$ cat src/rtl/img_ram_pkg.sv
// Shared types and constants for the image RAM arbiter/sequencer.
// The IMG_RAM_SKID_EN build option is implemented in img_ram_ctrl.sv and img_wr_skid.sv.
package img_ram_pkg;

    typedef enum logic {
        ST_IDLE = 1'b0,
        ST_LOAD = 1'b1
    } state_t;

    localparam logic RW_READ    = 1'b1;
    localparam logic RW_WRITE   = 1'b0;
    localparam int   RD_LATENCY = 2;

endpackage

$ cat src/rtl/img_wr_skid.sv
// One-entry write holding buffer with flush; used only when IMG_RAM_SKID_EN is defined.
module img_wr_skid #(
    parameter int DataWidth = 8
) (
    input  logic                 clk,
    input  logic                 rstn,
    input  logic                 flush,
    input  logic                 push,
    input  logic [DataWidth-1:0] push_data,
    input  logic                 pop,
    output logic                 valid,
    output logic [DataWidth-1:0] data
);

    always_ff @(posedge clk or negedge rstn) begin
        if (!rstn) begin
            valid <= 1'b0;
            data  <= '0;
        end else if (flush) begin
            valid <= 1'b0;
        end else if (push) begin
            valid <= 1'b1;
            data  <= push_data;
        end else if (pop) begin
            valid <= 1'b0;
        end
    end

endmodule

$ cat src/rtl/img_ram_ctrl.sv
// Single-port image RAM arbiter: reader has strict priority over the auto-addressed frame writer.
// Define IMG_RAM_SKID_EN to decouple wr_ready from rd_req through a one-entry write buffer.
module img_ram_ctrl
    import img_ram_pkg::*;
#(
    parameter int AddressWidth = 14,
    parameter int DataWidth    = 8,
    parameter int NumPixels    = 16384
) (
    input  logic                    clk,
    input  logic                    rstn,
    input  logic                    start,
    input  logic                    wr_valid,
    input  logic [DataWidth-1:0]    wr_data,
    output logic                    wr_ready,
    input  logic                    rd_req,
    input  logic [AddressWidth-1:0] rd_addr,
    output logic                    rd_valid,
    output logic [DataWidth-1:0]    rd_data,
    output logic                    ram_rw,
    output logic [AddressWidth-1:0] ram_addr,
    output logic [DataWidth-1:0]    ram_din,
    input  logic [DataWidth-1:0]    ram_dout,
    output logic                    busy,
    output logic                    done
);

    localparam logic [AddressWidth-1:0] LAST_ADDR = AddressWidth'(NumPixels - 1);

    state_t                  state_reg, state_next;
    logic [AddressWidth-1:0] wr_addr_reg;
    logic                    wr_go;
    logic [DataWidth-1:0]    wr_go_data;
    logic                    wr_last;
    logic [RD_LATENCY-1:0]   rd_pipe_reg;

    assign busy    = (state_reg == ST_LOAD);
    assign wr_last = (wr_addr_reg == LAST_ADDR);

`ifdef IMG_RAM_SKID_EN
    logic                 skid_valid;
    logic [DataWidth-1:0] skid_data;
    logic                 skid_push;

    assign wr_ready   = busy & ~skid_valid & ~start;
    assign skid_push  = wr_valid & wr_ready;
    // The buffered beat drains only on a cycle the reader leaves free; start discards it.
    assign wr_go      = skid_valid & ~rd_req & ~start;
    assign wr_go_data = skid_data;

    img_wr_skid #(
        .DataWidth(DataWidth)
    ) u_skid (
        .clk      (clk),
        .rstn     (rstn),
        .flush    (start),
        .push     (skid_push),
        .push_data(wr_data),
        .pop      (wr_go),
        .valid    (skid_valid),
        .data     (skid_data)
    );
`else
    assign wr_ready   = busy & ~rd_req & ~start;
    assign wr_go      = wr_valid & wr_ready;
    assign wr_go_data = wr_data;
`endif

    always_comb begin
        state_next = state_reg;
        case (state_reg)
            ST_IDLE: if (start) state_next = ST_LOAD;
            ST_LOAD: begin
                if (start)                 state_next = ST_LOAD;
                else if (wr_go && wr_last) state_next = ST_IDLE;
            end
            default: state_next = ST_IDLE;
        endcase
    end

    always_ff @(posedge clk or negedge rstn) begin
        if (!rstn) begin
            state_reg   <= ST_IDLE;
            wr_addr_reg <= '0;
            ram_rw      <= RW_READ;
            ram_addr    <= '0;
            ram_din     <= '0;
            done        <= 1'b0;
        end else begin
            state_reg <= state_next;
            done      <= wr_go & wr_last;

            if (start)
                wr_addr_reg <= '0;
            else if (wr_go)
                wr_addr_reg <= wr_last ? '0 : wr_addr_reg + 1'b1;

            if (rd_req) begin
                ram_rw   <= RW_READ;
                ram_addr <= rd_addr;
            end else if (wr_go) begin
                ram_rw   <= RW_WRITE;
                ram_addr <= wr_addr_reg;
                ram_din  <= wr_go_data;
            end else begin
                ram_rw   <= RW_READ;
            end
        end
    end

    // One stage for the registered address, one for the RAM's synchronous read.
    generate
        for (genvar gi = 0; gi < RD_LATENCY; gi++) begin : g_rd_pipe
            always_ff @(posedge clk or negedge rstn) begin
                if (!rstn)
                    rd_pipe_reg[gi] <= 1'b0;
                else if (gi == 0)
                    rd_pipe_reg[gi] <= rd_req;
                else
                    rd_pipe_reg[gi] <= rd_pipe_reg[(gi == 0) ? 0 : gi - 1];
            end
        end
    endgenerate

    assign rd_valid = rd_pipe_reg[RD_LATENCY-1];
    assign rd_data  = ram_dout;

endmodule

$ cat config.mk
export PLATFORM = sky130hd
export DESIGN_NAME = img_ram_ctrl
export DESIGN_NICKNAME = d
export VERILOG_FILES = /design/src/rtl/img_ram_pkg.sv /design/src/rtl/img_wr_skid.sv /design/src/rtl/img_ram_ctrl.sv
export SDC_FILE = /design/constraint.sdc
export NUM_CORES = 1
export LEC_CHECK = 0
export ABC_AREA = 1
export CAP_MARGIN = 15
export CORE_MARGIN = 1.5
export CORE_UTILIZATION = 41
export DETAILED_ROUTE_END_ITERATION = 6
export PLACE_DENSITY = 0.85
export SLEW_MARGIN = 15
export SYNTH_ARGS = -nofsm -noshare
export SYNTH_HDL_FRONTEND = slang
export SYNTH_SLANG_ARGS = --single-unit
$ cat constraint.sdc
create_clock -name clk -period 1.4 [get_ports clk]
set_clock_uncertainty 0.15 [all_clocks]
set_input_delay 0.14 -clock clk [delete_from_list [all_inputs] [get_ports clk]]
set_output_delay 0.14 -clock clk [all_outputs]
set_load 0.05 [all_outputs]
Word-level counts from Yosys, hierarchy flattened:

Index checks and enable logic that the tools add are counted.

* muxes and demuxes: 11
* eq/ne operators: 1
* reduce and logical (&&, ||, !) cells: 4
* $add $sub $neg: 1
* bitwise logic cells: 7

Operators with widths (number)
* $mux W14: 5
* $add A14 B1 Y14 const B: 1
* $eq A14 B14 Y1 const B: 1
* $mux W1: 5
* $and A1 B1 Y1: 4
* $reduce_bool A2 Y1: 2
* $not A1 Y1: 3
* $pmux W1 S2: 1
* $reduce_and A2 Y1: 1
* $logic_and A1 B1 Y1: 1

* logic and storage cells: 32
* output and inout bits: 35
* register bits after elaboration: 41
* input port bits: 35

Depth between registers and ports, before layout:

Gate-level depths: netlist (run 1).

* word-level depth: 8
* depth in mapped cells: 10
* mapped depth without buffers: 8

Worst setup path after synthesis (run 1):

No wires, ideal clock.

* kind: register to output
* from: register state_reg, in the netlist busy
* to: output port wr_ready
* cell stages (with the launch flop): 3
* buffers on the path: 0
* required time: 1.110 ns
* path slack: -0.299 ns
* data arrival time: 1.409 ns
* cells stage by stage: dfrtp_1 nand2_1 nor2_1

* word-level cells in the longest chain between the ends: 2

Ends and longest elaborated chain
* from (decl): RTL line img_ram_ctrl.sv:30 `state_t state_reg, state_next;`
* from (signal assigned): RTL line img_ram_ctrl.sv:90 `state_reg <= state_next;`
* $and A1 B1 Y1 (2 in series): RTL line img_ram_ctrl.sv:64 `assign wr_ready = busy & ~rd_req & ~start;`
* to (decl): RTL line img_ram_ctrl.sv:15 `output logic wr_ready,`

Every way passes these cells.

Worst setup path after layout (run 1):

* from: register wr_addr_reg[3]
* to: register wr_addr_reg[12]

* word-level cells in the longest chain between the ends: 4
* elaborated cells between the ends (all ways): 5
* classes of those cells: 1 x add/sub; 1 x eq/ne; 3 x mux

Ends and longest elaborated chain
* from (decl): RTL line img_ram_ctrl.sv:31 `logic [AddressWidth-1:0] wr_addr_reg;`
* from (signal assigned): RTL line img_ram_ctrl.sv:96 `wr_addr_reg <= wr_last ? '0 : wr_addr_reg + 1'b1;`
* $add A14 B1 Y14 or $eq A14 B14 Y1 (tied branches): RTL line img_ram_ctrl.sv:96, img_ram_ctrl.sv:38
* $mux W14 *: RTL line img_ram_ctrl.sv:96
* $mux W14 *: RTL line img_ram_ctrl.sv:95 `else if (wr_go)`
* $mux W14 *: RTL line img_ram_ctrl.sv:93 `if (start)`

Every way passes the cells marked *; elsewhere a longest branch is shown, timed or not. The select of a mux whose other input is x is not followed.
A chain may end at the register's enable or synchronous reset.

==> impl_metrics.py, run 1 <==
metrics = {
    "outcome": {
        "status": "finished, violations left",
        "violations": "setup timing",
    },
    "route": {
        "drt_iter0_markers": 170,
        "ant_nets": 0,
        "dr.pass1.iters": 5,
        "wirelength_um": 7310,
        "wire_per_inst_um": 18.05,
        "vias_per_cell": 5.420,
        "vias": 2195,
        "drc_errors": 0,
    },
    "global_routing": {
        "grt_usage_pct": 24.73,
        "grt-ovfl-total": 0,
        "grt_max_degree": 41,
        "grt_antenna_before_repair": 0,
        "grt_pass1_vias": 2143,
        "grt_pass1_wl_um": 10230,
    },
    "finish": {
        "register_area_um2": 1028,
        "mostFrequentLayoutCells": "75 x nand2_1, 39 x dfrtp_1, 38 x buf_4",
        "diodes": 0,
        "drive_gt1_share_pct": 34.02,
        "fin_cells": 405,
        "fin_util_pct": 70.96,
        "fin_nets": 373,
        "area_growth_pct": 62.52,
        "final_common_cell": "nand2_1",
        "fillers": 320,
        "multi_input_area_um2": 964.7,
    },
    "synth": {
        "ys_seq_area_share_pct": 48.84,
        "avgSynthCellArea_um2": 8.481,
        "ys_ff_latch": 41,
        "ys_warn_count": 0,
        "synth_area_um2": 2103,
        "synth_compound_area_share_pct": 7.674,
        "ys_types": 31,
        "synthMuxAreaShare_pct": 0,
        "synth_top_family_by_area": "simple AND/OR/NAND/NOR gates",
        "synth_cells": 248,
        "synth-adder-area-share_pct": 0.5949,
        "synthXorXnorAreaFrac_pct": 0,
        "synthesis.nets": 284,
        "yosys.area_share.simple_pct": 34.09,
    },
    "setup_path": {
        "cp_cell_sequence": "nand2_2, nor2_8, nand2_2, nor2_2, nand3_1, nand2_1, nor2_2",
        "crit_type": "reg -> reg",
        "start_kind": "flip-flop",
        "max_stage_delay_ns": 0.44,
        "crit_fanout": 5,
        "cp-end-kind": "flip-flop",
        "critPathRequiredTime_ns": 1.45,
        "cpMaxStageDelayCell": "dfrtp_1",
        "cpLargestDelayFamily": "simple AND/OR/NAND/NOR gates",
        "worstPathArrival_ns": 1.63,
        "crit_buf_inv": 0,
    },
    "die": {
        "die_w_um": 74.63,
        "die_area_um2": 5569,
        "start_util_pct": 43.66,
        "rows": 25,
        "die_y_um": 74.63,
        "io-pin-count": 70,
        "core_area_um2": 4817,
    },
    "sta": {
        "finalWorstSetupSlack_ns": -0.1821,
        "max_freq_mhz": 632.1,
        "rsz0062_at_grt": "true",
        "worstMarginPinSlew_ns": 0.2797,
        "finalSetupViolCount": 17,
        "period_share_pct": 113.0,
        "drv_slew": 0,
        "period_needed_ns": 1.582,
        "slew_headroom_pct": 81.28,
        "finalHoldViolations": 0,
    },
    "place": {
        "dp_hpwl_um": 4599,
        "dp_cells": 388,
        "pre_cts_ws_ns": -0.2959,
        "place_congestion": 0.9218,
        "port_buffers": 53,
    },
    "clock_tree": {
        "ctsRootBufferMaster": "clkbuf_8",
        "cts_max_level": 2,
        "clk_latency_ns": 0.31,
        "clock-sinks": 41,
        "cts.clk_slew.worst_paths_ns": 0.08,
        "clk_path_buf_depth": 2,
        "cts_tree": "built",
        "cts_buffers": 5,
    },
    "power": {
        "power_mw": 3.451,
        "p_per_area_nw_per_um2": 1010,
        "p_leak_nw": 1.624,
        "ir_worst_vdd_mv": 0.5985,
    },
    "hold_path": {
        "min_path_type": "in -> async",
    },
    "job": {
        "max_cap_viol_count": 0,
    },
}
[logic make-up (layout without fill, tap and decap cells)]
logic type / after synthesis / count (layout)
buffers and inverters: 34 / 124
and+or+nand+nor: 146 / 146
adders and majority gates: 1 / 1
DFF: 41 / 41
AOI/OAI and AO/OA: 26 / 26
[Yosys cell counts]
library cell	number	share of area (%)
nand2_1	78	14
dfrtp_1	40	48
nand3_1	22	5.2
nor2_1	22	3.9
inv_1	16	2.9
a21oi_1	10	2.4
buf_4	8	2.9
o22ai_1	8	2.4
nand4_1	6	1.8
buf_2	4	0.95
nand2_2	4	1.2
a21oi_2	3	1.2
buf_6	3	1.6
nor2_4	3	1.6
inv_2	2	0.36
nand3_2	2	0.95
o211ai_1	2	0.71
o21bai_1	2	0.71
clkbuf_1	1	0.18
dfstp_2	1	1.2
ha_1	1	0.59
nand2_4	1	0.54
nand2_8	1	0.95
nand3b_1	1	0.36
nand4_4	1	1.0
nor2_2	1	0.30
nor2_8	1	0.95
nor3_2	1	0.48
nor3b_2	1	0.59
nor4_1	1	0.30
o21ai_0	1	0.24
[report_power, final]
group	total, mW	switching (mW)	leakage, nW	internal [mW]
combinational	1.20	0.619	1.06	0.583
clock	0.826	0.425	0.0445	0.401
sequential	1.42	0.130	0.516	1.29
total	3.45	1.17	1.62	2.28
[stage by stage]
stage | area, µm² | TNS, ns | hold WS, ns
after global routing | 3418 | -2.257 | 0.03028
after global placement | 3167 | -7.257 | -0.2087
final | 3418 | -1.235 | 0.02066
after detailed placement | 3167 | -9.145 | -0.2089
after floorplan | 2110 | -0.008895 | -0.3056
after CTS | 3343 | -0.2333 | 0.006829
[area by class of cell]
type	count	share of cell area [%]
clock inverters	1	0.2196
well taps	67	2.452
repair buffers	98	34.44
flip-flops and latches	41	30.09
clock buffers	7	2.526
multi-input cells	173	28.22
inverters	18	2.050
[repair_timing]
item	4_1_cts	5_1_grt
endpoints found under the setup margin	11	25
hold endpoints to repair	41	0
setup buffers	3	5
gates resized for setup	14	10
hold buffers	1	0
pin swaps	6	8
[worst paths after layout]
path,startpoint,endpoint,slack [ns],cells past startpoint
worst max-delay path,wr_addr_reg[3]$_DFFE_PN0P_,wr_addr_reg[12]$_DFFE_PN0P_,-0.18,7
worst min-delay path,rstn,rd_valid$_DFF_PN0_,0.02,2
worst max register to register,wr_addr_reg[3]$_DFFE_PN0P_,wr_addr_reg[12]$_DFFE_PN0P_,-0.18,7
worst min register to register,rd_pipe_reg[0]$_DFF_PN0_,rd_valid$_DFF_PN0_,0.22,0
max in group asynchronous,rstn,ram_rw$_DFF_PN1_,0.63,3
min in group clk,rd_req,rd_pipe_reg[0]$_DFF_PN0_,0.08,1
[metal layers]
layer	vias up	part of all wire, %	GRT usage [%]
met3	33	7.8	5.489
met5	-	0	0
li1	979	-	-
met2	139	53	44.15
met1	1044	36	28.36
met4	0	3.9	11.11
(Power assumes the default switching activity.)
==> run 2, diff against run 1 <==
--- a/config.mk
+++ b/config.mk
@@ -8,9 +8,9 @@
 export ABC_AREA = 1
 export CAP_MARGIN = 15
 export CORE_MARGIN = 1.5
-export CORE_UTILIZATION = 41
+export CORE_UTILIZATION = 49
 export DETAILED_ROUTE_END_ITERATION = 6
-export PLACE_DENSITY = 0.85
+export PLACE_DENSITY = 0.94
 export SLEW_MARGIN = 15
 export SYNTH_ARGS = -nofsm -noshare
 export SYNTH_HDL_FRONTEND = slang
==> constraint.sdc (replaced) <==
create_clock -name clk -period 2 [get_ports clk]
set_clock_uncertainty 0.15 [all_clocks]
set_input_delay 0.2 -clock clk [delete_from_list [all_inputs] [get_ports clk]]
set_output_delay 0.2 -clock clk [all_outputs]
set_load 0.05 [all_outputs]
==> run 2 against run 1 <==
Clock power fell by 34%. The flow now finishes without violations. Flip-flop and latch count did not move. Global-route usage rose by 1.1 points. Sequential share of layout area rose by 7.3 points. Non-clock buffer count fell by 37. Largest power group unchanged. Hold slack improved by 0.18 ns. Routed wire length fell by 26%. Setup slack improved by 0.24 ns.
==> impl_metrics.py, run 2 (same netlist as run 1, synthesis figures left out) <==
metrics = {
    "outcome": {
        "status": "completed",
    },
    "global_routing": {
        "grt_antenna_before_repair": 0,
        "grt-ovfl-total": 0,
        "grt_max_degree": 42,
        "grt_usage_pct": 25.87,
        "grt_pass1_wl_um": 8735,
        "grt_pass1_vias": 1820,
    },
    "setup_path": {
        "cpLargestDelayFamily": "buffers and inverters",
        "cp.depth": 1,
        "cp-end-kind": "output pin",
        "r2r_start": "wr_addr_reg[0]$_DFFE_PN0P_",
        "worst_r2r_path_depth": 8,
        "max_stage_delay_ns": 0.78,
        "crit_fanout": 1,
        "cp_cell_sequence": "clkdlybuf4s50_1",
        "r2r-end": "wr_addr_reg[13]$_DFFE_PN0P_",
        "critPathRequiredTime_ns": 1.65,
        "crit_type": "reg -> out",
        "worstPathArrival_ns": 1.60,
        "crit_buf_inv": 1,
        "start_kind": "flip-flop",
        "crit_path_end": "ram_rw",
        "cpMaxStageDelayCell": "clkdlybuf4s50_1",
        "r2r_slack_ns": 0.25,
        "cp-startpoint": "ram_rw$_DFF_PN1_",
    },
    "clock_tree": {
        "clk_path_buf_depth": 2,
        "cts_hold_buffers": 1,
        "cts_max_level": 2,
        "ctsRootBufferMaster": "clkbuf_8",
        "post_cts_resized": 0,
        "cts_buffers": 5,
        "cts_setup_buffers": 0,
        "clock-sinks": 41,
        "cts_tree": "built",
        "cts.clk_slew.worst_paths_ns": 0.07,
        "clk_latency_ns": 0.29,
    },
    "sta": {
        "period_share_pct": 97.35,
        "finalHoldViolations": 0,
        "finalSetupViolCount": 0,
        "slew_headroom_pct": 63.80,
        "period_needed_ns": 1.947,
        "max_freq_mhz": 513.6,
        "finalWorstSetupSlack_ns": 0.05304,
        "rsz0062_at_grt": "false",
        "final.setup.tns_ns": 0,
        "drv_slew": 0,
        "worstMarginPinSlew_ns": 0.5413,
    },
    "route": {
        "vias_per_cell": 5.356,
        "routed.top_layer": "met4",
        "m1WireLength_um": 2119,
        "route.met3.wl_um": 377,
        "dr.pass1.iters": 4,
        "wire_per_inst_um": 15.33,
        "ant_nets": 0,
        "wirelength_um": 5381,
        "wl_met2_um": 2753,
        "drc_errors": 0,
        "vias": 1880,
        "drt_iter0_markers": 190,
    },
    "finish": {
        "final_common_cell": "nand2_1",
        "fin_area_um2": 2749,
        "multi_input_area_um2": 890.9,
        "fin_nets": 336,
        "drive_gt1_share_pct": 12.29,
        "fin_cells": 351,
        "area_growth_pct": 30.70,
        "register_area_um2": 1027,
        "fin_util_pct": 67.75,
        "diodes": 0,
        "mostFrequentLayoutCells": "78 x nand2_1, 51 x clkdlybuf4s50_1, 40 x dfrtp_1",
        "fillers": 302,
    },
    "hold_path": {
        "hold_path_depth": 0,
        "min_path_type": "reg -> reg",
    },
    "die": {
        "start_util_pct": 51.83,
        "core_area_um2": 4058,
        "die_area_um2": 4694,
        "io-pin-count": 70,
        "die_y_um": 68.52,
        "die_w_um": 68.52,
        "rows": 23,
    },
    "place": {
        "port_buffers": 53,
        "pre_cts_ws_ns": 0.04170,
        "dp_hpwl_um": 4139,
        "place_congestion": 0.9107,
        "dp_cells": 342,
        "place_area_um2": 2649,
    },
    "power": {
        "ir_worst_vdd_mv": 0.3740,
        "p_per_area_nw_per_um2": 766.9,
        "p_leak_nw": 1.261,
    },
    "job": {
        "max_cap_viol_count": 0,
    },
}
## run 2: changes by cell type in the layout (fill, tap and decap cells not counted), moves of 2 or more
| cell | previous run | this run |
|---|---|---|
| buf_12 | 29 | 2 |
| buf_4 | 38 | 6 |
| buf_6 | 4 | 0 |
| clkdlybuf4s50_1 | 23 | 51 |
| inv_1 | 12 | 16 |
| inv_2 | 5 | 2 |
| nand2_1 | 75 | 78 |
| nand2_4 | 3 | 1 |
| nand3_2 | 0 | 2 |
| nand3_4 | 2 | 0 |
| nor2_1 | 19 | 22 |
| nor2_2 | 3 | 1 |
## run 2: area by class of cell
| cell class | instances | area share, % |
|---|---|---|
| flip-flops and latches | 41 | 37.37 |
| multi-input cells | 173 | 32.41 |
| repair buffers | 61 | 22.21 |
| clock buffers | 8 | 3.277 |
| inverters | 18 | 2.458 |
| well taps | 50 | 2.276 |
## run 2: power breakdown
part / internal, mW / switching, mW / total, mW / leakage, nW
clock network: 0.281 / 0.268 / 0.549 / 0.0455
registers: 0.905 / 0.0582 / 0.963 / 0.516
logic: 0.213 / 0.382 / 0.595 / 0.699
total: 1.40 / 0.709 / 2.11 / 1.26
## run 2: how the worst min path moves through the flow
stage | slack (ns) | endpoint | from
finish | 0.20 | rd_valid$_DFF_PN0_ | rd_pipe_reg[0]$_DFF_PN0_
global route | 0.22 | rd_valid$_DFF_PN0_ | rd_pipe_reg[0]$_DFF_PN0_
CTS | 0.20 | rd_valid$_DFF_PN0_ | rd_pipe_reg[0]$_DFF_PN0_
detailed placement | 0.04 | ram_din[3]$_DFFE_PN0P_ | rstn
global placement | 0.04 | ram_din[3]$_DFFE_PN0P_ | rstn
floorplan | -0.25 | busy$_DFF_PN0_ | rstn
## run 2: metrics by stage
step	hold slack, ns	power [mW]
2_1_floorplan	-0.2456	1.366
3_3_place_gp	0.03942	1.553
3_5_place_dp	0.03536	1.573
4_1_cts	0.2048	2.123
5_1_grt	0.2216	2.207
6_report	0.2024	2.108
## run 2: worst register-to-register path: stages (launching register included)
cell     delay [ns]
dfrtp_1        0.42
ha_1           0.27
inv_1          0.15
nor2_8         0.19
nand4_4        0.18
nand2_2        0.15
inv_2          0.04
nand2_1        0.05
nand2_1        0.05
## run 2: routing by layer
layer / GRT usage (%) / vias to the layer above
met5: 0 / -
met1: 32.28 / 892
met2: 43.39 / 71
li1: - / 904
met4: 10.75 / 0
met3: 5.519 / 13
==> run 3, diff against run 2 <==
--- a/config.mk
+++ b/config.mk
@@ -10,6 +10,7 @@
 export CORE_MARGIN = 1.5
 export CORE_UTILIZATION = 49
 export DETAILED_ROUTE_END_ITERATION = 6
+export HOLD_SLACK_MARGIN = 0.02
 export PLACE_DENSITY = 0.94
 export SLEW_MARGIN = 15
 export SYNTH_ARGS = -nofsm -noshare
==> results of run 3 <==
The final DEF is identical to that of run 2; final timing and power are the same.
